## src/rtl/lab_pkg.sv

```systemverilog
// Shared screen geometry, buffer depth and pixel record for the circle-drawer lab.
package lab_pkg;

  localparam int SCREEN_W   = 160;
  localparam int SCREEN_H   = 120;
  localparam int PLOT_DEPTH = 16;

  typedef struct packed {
    logic [7:0] x;
    logic [6:0] y;
    logic [2:0] colour;
  } pixel_t;

  localparam int PIXEL_W = $bits(pixel_t);

  typedef enum logic [1:0] {
    ST_EMPTY  = 2'd0,
    ST_ACTIVE = 2'd1,
    ST_FULL   = 2'd2
  } plot_state_e;

  // True when the pixel lands outside the visible raster.
  function automatic logic off_screen(input logic [7:0] x, input logic [6:0] y);
    return (x >= 8'(SCREEN_W)) || (y >= 7'(SCREEN_H));
  endfunction

endpackage

```

## src/rtl/plot_buffer_if.sv

```systemverilog
// Pixel stream bundle: drawer-side push port and adapter-side FWFT head port.
interface plot_buffer_if;
  logic [7:0] in_x;
  logic [6:0] in_y;
  logic [2:0] in_colour;
  logic       in_plot;
  logic [7:0] out_x;
  logic [6:0] out_y;
  logic [2:0] out_colour;
  logic       out_plot;
  logic       out_ready;

  // The buffer consumes pixels and produces the head entry.
  modport slave (
    input  in_x, in_y, in_colour, in_plot, out_ready,
    output out_x, out_y, out_colour, out_plot
  );

  // The environment (drawer + adapter) drives the opposite directions.
  modport master (
    output in_x, in_y, in_colour, in_plot, out_ready,
    input  out_x, out_y, out_colour, out_plot
  );
endinterface

```

## src/rtl/sync_fifo.sv

```systemverilog
// Single-clock first-word-fall-through storage; caller guarantees push only when
// not full or popping, and pop only when not empty.
module sync_fifo #(
  parameter int WIDTH = 18,
  parameter int DEPTH = 16
) (
  input  logic                     clk,
  input  logic                     rst,
  input  logic                     clr,
  input  logic                     push,
  input  logic                     pop,
  input  logic [WIDTH-1:0]         wdata,
  output logic [WIDTH-1:0]         rdata,
  output logic [$clog2(DEPTH):0]   count
);

  localparam int AW = $clog2(DEPTH);
  localparam int CW = AW + 1;

  logic [WIDTH-1:0] mem_q [DEPTH];
  logic [AW-1:0]    wptr_q, wptr_d;
  logic [AW-1:0]    rptr_q, rptr_d;
  logic [CW-1:0]    count_q, count_d;

  // Pointers are exactly AW bits wide, so +1 wraps modulo DEPTH for free.
  always_comb begin
    wptr_d  = wptr_q;
    rptr_d  = rptr_q;
    count_d = count_q;
    if (clr) begin
      wptr_d  = '0;
      rptr_d  = '0;
      count_d = '0;
    end else begin
      if (push) wptr_d = wptr_q + 1'b1;
      if (pop)  rptr_d = rptr_q + 1'b1;
      count_d = count_q + CW'(push) - CW'(pop);
    end
  end

  always_ff @(posedge clk) begin
    if (rst) begin
      wptr_q  <= '0;
      rptr_q  <= '0;
      count_q <= '0;
    end else begin
      wptr_q  <= wptr_d;
      rptr_q  <= rptr_d;
      count_q <= count_d;
    end
  end

  // When full, a same-edge push lands on the slot being popped; the head was
  // already consumed combinationally, so the overwrite is safe.
  always_ff @(posedge clk) begin
    if (push && !rst && !clr) mem_q[wptr_q] <= wdata;
  end

  assign rdata = mem_q[rptr_q];
  assign count = count_q;

endmodule

```

## src/rtl/plot_buffer.sv

```systemverilog
// Pixel FIFO between circle drawer and VGA adapter, with sticky overflow and
// optional off-screen clipping (enable with `define PLOT_CLIP_EN).
module plot_buffer
  import lab_pkg::*;
#(
  parameter int DEPTH = PLOT_DEPTH
) (
  input  logic                   clk,
  input  logic                   rst,
  input  logic                   flush,
  plot_buffer_if.slave           bus,
  output logic [$clog2(DEPTH):0] count,
  output logic                   overflow,
  output logic [15:0]            clip_count,
  output logic                   idle
);

  localparam int CW = $clog2(DEPTH) + 1;

  plot_state_e   state_q, state_d;
  pixel_t        in_px, head_px;
  logic          clipped, cand, push, pop, drop, have_head;
  logic          overflow_q, overflow_d;
  logic [15:0]   clip_q, clip_d;
  logic [CW-1:0] fifo_count;

`ifdef PLOT_CLIP_EN
  assign clipped = off_screen(bus.in_x, bus.in_y);
`else
  assign clipped = 1'b0;
`endif

  assign in_px     = '{x: bus.in_x, y: bus.in_y, colour: bus.in_colour};
  assign have_head = (state_q != ST_EMPTY);
  assign cand      = bus.in_plot && !clipped && !flush;
  assign pop       = have_head && bus.out_ready && !flush;
  assign push      = cand && ((state_q != ST_FULL) || pop);
  assign drop      = cand && (state_q == ST_FULL) && !pop;

  sync_fifo #(
    .WIDTH (PIXEL_W),
    .DEPTH (DEPTH)
  ) u_fifo (
    .clk   (clk),
    .rst   (rst),
    .clr   (flush),
    .push  (push),
    .pop   (pop),
    .wdata (in_px),
    .rdata (head_px),
    .count (fifo_count)
  );

  // Occupancy class tracks the FIFO count; edges only at the 0/1 and
  // DEPTH-1/DEPTH boundaries where push and pop are unbalanced.
  always_comb begin
    state_d = state_q;
    if (flush) begin
      state_d = ST_EMPTY;
    end else begin
      case (state_q)
        ST_EMPTY:  if (push) state_d = ST_ACTIVE;
        ST_ACTIVE: begin
          if (push && !pop && fifo_count == CW'(DEPTH - 1))
            state_d = ST_FULL;
          else if (pop && !push && fifo_count == CW'(1))
            state_d = ST_EMPTY;
        end
        ST_FULL:   if (pop && !push) state_d = ST_ACTIVE;
        default:   state_d = ST_EMPTY;
      endcase
    end
  end

  always_comb begin
    overflow_d = overflow_q | drop;
    clip_d     = clip_q;
    if (bus.in_plot && clipped && clip_q != 16'hFFFF) clip_d = clip_q + 16'd1;
  end

  always_ff @(posedge clk) begin
    if (rst) begin
      state_q    <= ST_EMPTY;
      overflow_q <= 1'b0;
      clip_q     <= '0;
    end else begin
      state_q    <= state_d;
      overflow_q <= overflow_d;
      clip_q     <= clip_d;
    end
  end

  assign bus.out_plot   = have_head;
  assign bus.out_x      = have_head ? head_px.x      : '0;
  assign bus.out_y      = have_head ? head_px.y      : '0;
  assign bus.out_colour = have_head ? head_px.colour : '0;

  assign count      = fifo_count;
  assign overflow   = overflow_q;
  assign clip_count = clip_q;
  assign idle       = !have_head && !bus.in_plot;

endmodule

```

## src/flat_wrapper.sv

```systemverilog
// flat-port wrapper written by rule: the top's interface ports become plain ports
module plot_buffer_flat import lab_pkg::*;
#(
  parameter int DEPTH = PLOT_DEPTH
)
  (clk, rst, flush, count, overflow, clip_count, idle, bus_in_x, bus_in_y, bus_in_colour, bus_in_plot, bus_out_ready, bus_out_x, bus_out_y, bus_out_colour, bus_out_plot);
  plot_buffer_if bus_i ();
  input  logic clk;
  input  logic rst;
  input  logic flush;
  output logic [$clog2(DEPTH):0] count;
  output logic overflow;
  output logic [15:0] clip_count;
  output logic idle;
  input wire logic [$bits(bus_i.in_x)-1:0] bus_in_x;
  input wire logic [$bits(bus_i.in_y)-1:0] bus_in_y;
  input wire logic [$bits(bus_i.in_colour)-1:0] bus_in_colour;
  input wire logic [$bits(bus_i.in_plot)-1:0] bus_in_plot;
  input wire logic [$bits(bus_i.out_ready)-1:0] bus_out_ready;
  output wire logic [$bits(bus_i.out_x)-1:0] bus_out_x;
  output wire logic [$bits(bus_i.out_y)-1:0] bus_out_y;
  output wire logic [$bits(bus_i.out_colour)-1:0] bus_out_colour;
  output wire logic [$bits(bus_i.out_plot)-1:0] bus_out_plot;
  assign bus_i.in_x = bus_in_x;
  assign bus_i.in_y = bus_in_y;
  assign bus_i.in_colour = bus_in_colour;
  assign bus_i.in_plot = bus_in_plot;
  assign bus_i.out_ready = bus_out_ready;
  assign bus_out_x = bus_i.out_x;
  assign bus_out_y = bus_i.out_y;
  assign bus_out_colour = bus_i.out_colour;
  assign bus_out_plot = bus_i.out_plot;
  plot_buffer #(.DEPTH(DEPTH)) u_core (.clk(clk), .rst(rst), .flush(flush), .bus(bus_i), .count(count), .overflow(overflow), .clip_count(clip_count), .idle(idle));
endmodule
```

## config.mk

```make
export PLATFORM = sky130hd
export DESIGN_NAME = plot_buffer_flat
export DESIGN_NICKNAME = d
export VERILOG_FILES = /design/src/rtl/lab_pkg.sv /design/src/rtl/plot_buffer_if.sv /design/src/rtl/sync_fifo.sv /design/src/rtl/plot_buffer.sv /design/src/flat_wrapper.sv
export SDC_FILE = /design/constraint.sdc
export NUM_CORES = 1
export LEC_CHECK = 0
export ABC_CLOCK_PERIOD_IN_PS = 4400
export CAP_MARGIN = 20
export CORE_MARGIN = 2
export CORE_UTILIZATION = 50
export CTS_BUF_LIST = sky130_fd_sc_hd__clkbuf_2
export CTS_CLUSTER_SIZE = 25
export DETAILED_ROUTE_END_ITERATION = 8
export HOLD_SLACK_MARGIN = 0.02
export PLACE_DENSITY = 0.75
export SYNTH_ARGS = -nofsm -noshare
export SYNTH_HDL_FRONTEND = slang
export SYNTH_SLANG_ARGS = --single-unit
```

## constraint.sdc

```tcl
create_clock -name clk -period 4.4 [get_ports clk]
set_input_delay 0.88 -clock clk [delete_from_list [all_inputs] [get_ports clk]]
set_output_delay 0.88 -clock clk [all_outputs]
set_load 0.1 [all_outputs]
```

Word level (Yosys, flattened, before mapping):

Memory sizes are Yosys's and may differ from the RTL's. A register that Yosys moved wholly into a read port is not among the register bits.
Cells that the tools add are included.
W data, S select, Z words.

* eq/ne operators: 8
* reduce and logical (&&, ||, !) cells: 24
* add/sub/neg operators: 4
* mux-type cells: 12
* bitwise logic cells: 1

Operator list (number)
* $logic_and A1 B1 Y1: 13
* $add A4 B1 Y4 const B: 2
* $mux W2: 4
* $mux W4: 2
* $mux W8: 1
* $mux W7: 1
* $logic_not A1 Y1: 6
* $pmux W2 S3: 1
* $add A5 B1 Y5: 1
* $eq A5 B1 Y1 const B: 1
* $eq A5 B4 Y1 const B: 1
* $sub A5 B1 Y5: 1
* $ne A2 B2 Y1 const B: 2
* $mux W3: 1
* $ne A3 B1 Y1 const B: 1
* $reduce_and A3 Y1: 1
* $eq A2 B1 Y1 const B: 1
* $eq A2 B2 Y1 const B: 1
* $logic_not A2 Y1: 1
* $mux W1: 2
* $ne A2 B1 Y1 const B: 1
* $reduce_bool A2 Y1: 1
* $reduce_or A2 Y1: 1
* $logic_or A1 B1 Y1: 1
* $or A1 B1 Y1: 1

* bits in writable memories: 288
* input bits: 23
* memories: 1
* output and inout port bits: 42
* register bits after elaboration: 16

Memories
* u_core.u_fifo.mem_q: words 16, bits a word 18, rd ports 1, clocked after Yosys merged registers in 1, write ports 1, RTL line sync_fifo.sv:20 `logic [WIDTH-1:0] mem_q [DEPTH];`

Depth between registers and ports, before layout:

Gate-level depths: netlist of the first run.

* word-level depth: 11
* depth in mapped cells: 11
* mapped depth without buffers: 11

By module:

From an unflattened synthesis of the first run, not the netlist that was laid out.

* cells, all modules: 606
* area, all modules: 12167.9 um2

By module, submodules not included
* sync_fifo: times used 1, area an instance 11697.5 um2, cells an instance 540
* plot_buffer: times used 1, area an instance 470.5 um2, cells an instance 66

Least setup slack after synthesis of the first run:

No wires, ideal clock.

* kind: register -> output
* start point: register u_core.state_q[0]
* end point: output idle
* slack: 1069 ps
* buffers on the path: 0
* data required time: 3520 ps
* arrival time: 2451 ps
* stages on the path, launching flop included: 4
* cell sequence: dfxtp_1 > nor2_2 > inv_1 > nor2_1

* word-level cells in the longest chain between the ends: 3

Ends and longest elaborated chain
* from (decl): RTL line plot_buffer.sv:20 `plot_state_e state_q, state_d;`
* from (signal assigned): RTL line plot_buffer.sv:87 `state_q <= state_d;`
* $reduce_bool A2 Y1: RTL line plot_buffer.sv:34 `assign have_head = (state_q != ST_EMPTY);`
* net bus_out_plot: RTL line flat_wrapper.sv:23 `output wire logic [$bits(bus_i.out_plot)-1:0] bus_out_plot;`
* $logic_not A1 Y1: RTL line plot_buffer.sv:101 `assign idle = !have_head && !bus.in_plot;`
* $logic_and A1 B1 Y1: RTL line plot_buffer.sv:101
* to (decl): RTL line flat_wrapper.sv:14 `output logic idle;`

The timed path passes the listed nets, and every way through them passes these cells.

==> run metrics, run 1 <==
maximum vdd drop=0.174 mV; post-synth top area cell=edfxtp_1; RSZ-0062 raised after global routing=no; Slew Viols, Final=0; Fin Setup TNS=0 ns; Vias=6827; ys flop type=edfxtp_1; Startpoint Class=flop; HP Class=flop to flop; Post-Route WL=26.1 mm; TritonCTS clock tree=done; initial antenna violation count=1; DRT iter0 DRCs=602; sequential fraction of the synthesis area=72.9%; placed cells=1090; P&R area growth vs syn=12.3%; Final min period=4.04 ns; Synth top area share=69.6%; Place WS=0.683 ns; I/O pin cnt=65; ranking of synthesized cells by area=edfxtp_1 (70%), mux2i_1 (8.7%), a22oi_1 (3.3%); Cell Rows=57; Worst Skew=0.0637 ns; grt ovf=0; Filler cells=1868; CP max FO=36; Worst Hold End=u_core.overflow; Die Width=162 µm; reg2reg end=u_core.u_fifo.count[4]; area of the multi-input gates=0.00306 mm²; Post-Layout Cell Count=1224; Hold Startpoint=u_core.overflow; Longest Clk Path Bufs=3; asr flop ratio synth=0%; slew margin rel.=28.3%; Post-route DRC=0; period utilization=91.8%; vias per cell=5.58; Design Power=5.34 mW; f_max=248 MHz; worst-case hold slack=0.515 ns; Worst R2R Path Depth=11; Gates resized, CTS repair=0; Mapped Cells=726; first-pass GRT wire length=40.0 mm; Fin. Hold Viols=0; Static Leak=4.55 nW; clock slew at reported path FFs=0.09 ns; clk_lat worst skew=0.87 ns; crit path DAT=3.16 ns; Die Ht=162 µm; DRT Pass-1 Iters=5; # setup viols final=0; CP Capture Type=output pin; port bufs=48; FF+latch area=0.00905 mm²; DP HPWL=15.4 mm; Finished Core Util=57.3%; dominant cell by count in the synthesized netlist=edfxtp_1; Synth Register Bits=308; hold path depth=2; Avg Cell Area, Syn=17.1 µm²; fin area=0.0139 mm²; Root Buffer=clkbuf_2; Worst Setup Path Type=flop to output pin; cts hold-fix bufs=0; Clock Sinks=308; gr usage total=20.6%; pin count of the biggest net entering global routing=44; worst-margin pin slew=1.07 ns; Setup Buffers After CTS=0; Synth Cell Area=0.0124 mm²; power density cells=383 mW/mm²; Post-synth EDFFs=288; status=finished, final reports clean; post-synthesis cell type count=45; reg2reg setup slack=1.69 ns; Synthesis Warnings=0; Routed Antenna Nets=0; vias in the first global route=6977; final net count=881; total CTS buffers=77; PnR worst setup slack=0.362 ns; Die ar.=0.0261 mm²; # H-tree levels=3; Post-DP Area=0.0132 mm²; top cell types by occurrence after synthesis=edfxtp_1 (288), mux2i_1 (108), a22oi_1 (54); RR Startpoint=u_core.state_q[0]; core area=0.0243 mm²; initial core utilization=51.1%; Placer Congestion=0.789; Max Cap Violations=0; Routed WL per cell=21.3 µm; Req. time, crit path=3.52 ns; share of cells above drive strength 1=22.1%
## cell families (layout without fill, tap and decap cells)
group | Yosys count | in the layout | share of synthesized area [%]
buffers and inverters | 62 | 220 | 3.41
other | 1 | 17 | 0.0302
xor gates and xnor gates | 9 | 9 | 0.635
AOI/OAI and AO/OA | 71 | 71 | 4.12
and+or+nand+nor | 136 | 136 | 5.38
muxes | 126 | 126 | 12.2
DFF | 308 | 308 | 72.9
adders and majority gates | 13 | 13 | 1.37
## worst max-delay path: stages, from the launching register on
cell and delay, ns:
dfxtp_1 0.61, nor2b_4 0.94, a22oi_1 0.21, nand3_1 0.25, nand2_1 0.08, buf_4 0.23
## state kept, by name (all words and copies together), names as in the netlist, named ones only
name / count
u_core.u_fifo.count: 5
u_core.overflow: 1
u_core.u_fifo.rptr_q: 4
u_core.u_fifo.wptr_q: 4
u_core.u_fifo.mem_q: 288
u_core.state_q: 2
## metal layers
layer	vias up	track usage, %	part of all wire [%]
met5	-	0	0
met2	327	32.9	48
met3	49	5.01	8.5
met4	0	8.69	2.0
li1	3078	-	-
met1	3373	27.2	41
## cells in the final DEF (no fill, tap or decap), types with 3 or more instances in the layout
master,netlist,routed
conb_1,1,16
mux4_2,11,11
a21oi_1,9,9
clkinv_1,0,16
edfxtp_1,288,288
inv_1,12,12
dfxtp_1,20,19
clkbuf_2,2,111
ha_1,12,12
clkdlybuf4s50_1,0,29
nor2_1,36,19
nand3_1,38,38
nor2_2,1,18
mux2i_1,108,108
mux4_1,7,7
nand2_1,27,27
o211ai_1,3,3
nand2b_1,16,16
buf_4,19,42
buf_12,2,4
xnor2_1,7,7
a22oi_1,54,54
## power by group
group          switching, mW  internal (mW)  total, mW
sequential           0.00548           3.20       3.21
combinational          0.198         0.0520      0.250
clock                   1.10          0.788       1.89
total                   1.30           4.04       5.34
## final cells by class
cell class              instances  share of cell area [%]
flip-flops and latches        308                    64.9
multi-input cells             371                    21.9
repair buffers                 75                    4.92
clock buffers                 111                    3.98
well taps                     324                    2.91
clock inverters                22                   0.987
inverters                      12                   0.323
diodes                          1                  0.0180
## worst max path at each step
stage	start	end	slack [ns]	depth (start not counted)
detailed placement	bus_out_ready	u_core.u_fifo.count[4]	0.68	11
CTS	flop	bus_out_y[0]	0.31	5
floorplan	u_core.state_q[0]	idle	1.07	3
global placement	bus_out_ready	u_core.u_fifo.count[4]	0.74	11
finish	flop	bus_out_x[5]	0.36	5
global route	flop	bus_out_y[0]	0.11	5
(Power assumes the default switching activity.)
==> run 2: changes to the inputs <==
--- a/config.mk
+++ b/config.mk
@@ -14,6 +14,7 @@
 export DETAILED_ROUTE_END_ITERATION = 8
 export HOLD_SLACK_MARGIN = 0.02
 export PLACE_DENSITY = 0.75
+export SKIP_CTS_REPAIR_TIMING = 1
 export SYNTH_ARGS = -nofsm -noshare
 export SYNTH_HDL_FRONTEND = slang
 export SYNTH_SLANG_ARGS = --single-unit
==> results of run 2 <==
No change in the layout: final DEF, timing and power equal those of run 1.
==> run 3: changes to the inputs <==
--- a/config.mk
+++ b/config.mk
@@ -9,12 +9,12 @@
 export CAP_MARGIN = 20
 export CORE_MARGIN = 2
 export CORE_UTILIZATION = 50
-export CTS_BUF_LIST = sky130_fd_sc_hd__clkbuf_2
 export CTS_CLUSTER_SIZE = 25
 export DETAILED_ROUTE_END_ITERATION = 8
 export HOLD_SLACK_MARGIN = 0.02
 export PLACE_DENSITY = 0.75
 export SKIP_CTS_REPAIR_TIMING = 1
+export SKIP_LAST_GASP = 1
 export SYNTH_ARGS = -nofsm -noshare
 export SYNTH_HDL_FRONTEND = slang
 export SYNTH_SLANG_ARGS = --single-unit
==> run 3 against run 2 <==
Net effect:
- first-iteration DRC count grew 5.5%
- combinational power about the same
- critical path type unchanged
- worst setup slack improved by 0.26 ns
- flip-flop and latch count unchanged
- power up 12%
- register-to-register slack about the same
- critical path depth is the same
- utilization rose by 1.2 points
- sequential power about the same
- clock power increased by 34%
- final area rose by 2.1%
- cell count shrank 6.5%
==> run metrics, run 3 (same netlist as run 1, synthesis figures left out) <==
RR Startpoint=u_core.state_q[0]; total CTS buffers=30 (-61%); CP Capture Type=output pin; DRT Pass-1 Iters=5 (unchanged); clock slew at reported path FFs=0.06 ns (-0.03 ns); clk_lat worst skew=0.55 ns (-0.32 ns); Slowest-stage cell, CP=nor2b_4; Longest Clk Path Bufs=3 (unchanged); HP Class=flop to flop; sequential share of power=53.5% (-6.5 points); Final min period=3.78 ns (-0.262 ns); share of cells above drive strength 1=15.2% (-6.9 points); port bufs=48 (unchanged); # H-tree levels=1 (-2); RSZ-0062 raised after global routing=no; final net count=835 (-5.2%); Max Cap Violations=0 (unchanged); Placer Congestion=0.789 (unchanged); Post-Route WL=25.9 mm (-0.79%); Fin Setup TNS=0 ns (unchanged); first-pass GRT wire length=39.4 mm (-1.4%); Die Width=162 µm (unchanged); power density cells=422 mW/mm² (+10%); vias in the first global route=6589 (-5.6%); Die ar.=0.0261 mm² (unchanged); vias per cell=5.67 (+1.7%); Clock Sinks=308 (unchanged); largest delay contributor family on the critical path=simple AND/OR/NAND/NOR gates; Worst Setup Path Type=flop to output pin; Req. time, crit path=3.52 ns (about the same); Place WS=0.683 ns (unchanged); Top reg by flops=u_core.u_fifo.mem_q; PnR worst setup slack=0.625 ns (+0.262 ns); Design Power=6.01 mW (+12%); I/O pin cnt=65 (unchanged); gr usage total=20.1% (-0.54 points); pin count of the biggest net entering global routing=44 (unchanged); Startpoint Class=flop; TritonCTS clock tree=done; CP cell instances=nor2b_4 > a22oi_1 > nand3_1 > nand2_1 > buf_4; highest-count cells in the layout ignoring fill and taps=edfxtp_1 (288), mux2i_1 (108), a22oi_1 (54); Vias=6497 (-4.8%); reg2reg end=u_core.u_fifo.count[4]; slew margin rel.=28.8% (+0.49 points); worst-margin pin slew=1.07 ns (-0.00474 ns); status=finished, final reports clean; switching pwr=1.23 mW (-5.3%); crit path DAT=2.90 ns (-0.26 ns); initial core utilization=51.1% (unchanged); Setup crit end=bus_out_x[5]; CP max FO=36 (unchanged); clock power share=42.3% (+7.0 points); f_max=265 MHz (+7.0%); Static Leak=4.51 nW (-0.99%); P&R area growth vs syn=14.7%; Crit. path cell count=5 (unchanged); Routed WL per cell=22.6 µm (+6.1%); Post-Layout Cell Count=1145 (-6.5%); Finished Core Util=58.5% (+1.2 points); Routed Antenna Nets=0 (unchanged); most common cell after layout, fill and taps aside=edfxtp_1; Filler cells=1786 (-4.4%); Die Ht=162 µm (unchanged); internal power=4.77 mW (+18%); DRT iter0 DRCs=635 (+5.5%); worst path buffer plus inverter count=1 (unchanged); # setup viols final=0 (unchanged); initial antenna violation count=0 (-1); Slew Viols, Final=0 (unchanged); total inserted antenna cells=0 (-1); Comb power frac=4.2% (-0.5 points); core area=0.0243 mm² (unchanged); period utilization=85.8% (-6.0 points); maximum vdd drop=0.342 mV (+96%); placed cells=1090 (unchanged); Cell Rows=57 (unchanged); Root Buffer=clkbuf_16; CP max stage delay=0.96 ns (+0.02 ns); switching share of power=20.5% (-3.8 points); Worst R2R Path Depth=11 (unchanged); reg2reg setup slack=1.68 ns (about the same); Worst Skew=0.00585 ns (-0.0578 ns); max reg flops=288 (unchanged); grt ovf=0 (unchanged); Post-route DRC=0 (unchanged); DP HPWL=15.4 mm (unchanged); Fin. Hold Viols=0 (unchanged)
[run 3: final cells by class]
type                       count  area [µm²]  share of cell area, %
tap                          324         405                   2.85
clock buffer                  38         802                   5.63
sequential                   308        9050                   63.6
multi-input combinational    371        3060                   21.5
clock inverter                16         176                   1.24
inverter                      12        45.0                  0.316
timing repair buffer          76         701                   4.92
[run 3: worst min-delay path, cell delays in order (launching register included)]
cell     delay, ns
dfxtp_1       0.34
a21oi_1       0.05
nor2_1        0.08
[run 3: routing by layer]
metal / share of wire, % / wire length, µm / global-route usage [%] / vias to the layer above
met5: 0 / 0 / 0 / -
li1: - / - / - / 2945
met2: 49 / 12700 / 33.2 / 215
met1: 43 / 11100 / 28.2 / 3302
met4: 1.6 / 425 / 4.71 / 0
met3: 6.6 / 1720 / 3.36 / 35
[run 3: worst min path at each step]
stage	startpoint	depth (start not counted)	slack, ns	endpoint
after floorplan	u_core.u_fifo.rptr_q[1]	2	0.47	flop
after global routing	u_core.overflow	2	0.52	u_core.overflow
after CTS	u_core.overflow	2	0.50	u_core.overflow
after detailed placement	u_core.overflow	2	0.47	u_core.overflow
after global placement	u_core.overflow	2	0.48	u_core.overflow
final	u_core.overflow	2	0.50	u_core.overflow
[run 3: power by group through the flow]
stage / clock [mW] / combinational (mW) / sequential, mW
after global routing: 2.69 / 0.263 / 3.21
after global placement: 0 / 0.245 / 3.28
after floorplan: 0 / 0.162 / 3.28
after detailed placement: 0 / 0.248 / 3.28
final: 2.54 / 0.250 / 3.21
after CTS: 2.57 / 0.249 / 3.21
[run 3: per-stage QoR]
stage                     hold WS (ns)  cell area (µm²)
after floorplan                  0.467            12500
after global placement           0.484            13200
after detailed placement         0.466            13200
after CTS                        0.497            14200
after global routing             0.517            14200
final                            0.502            14200
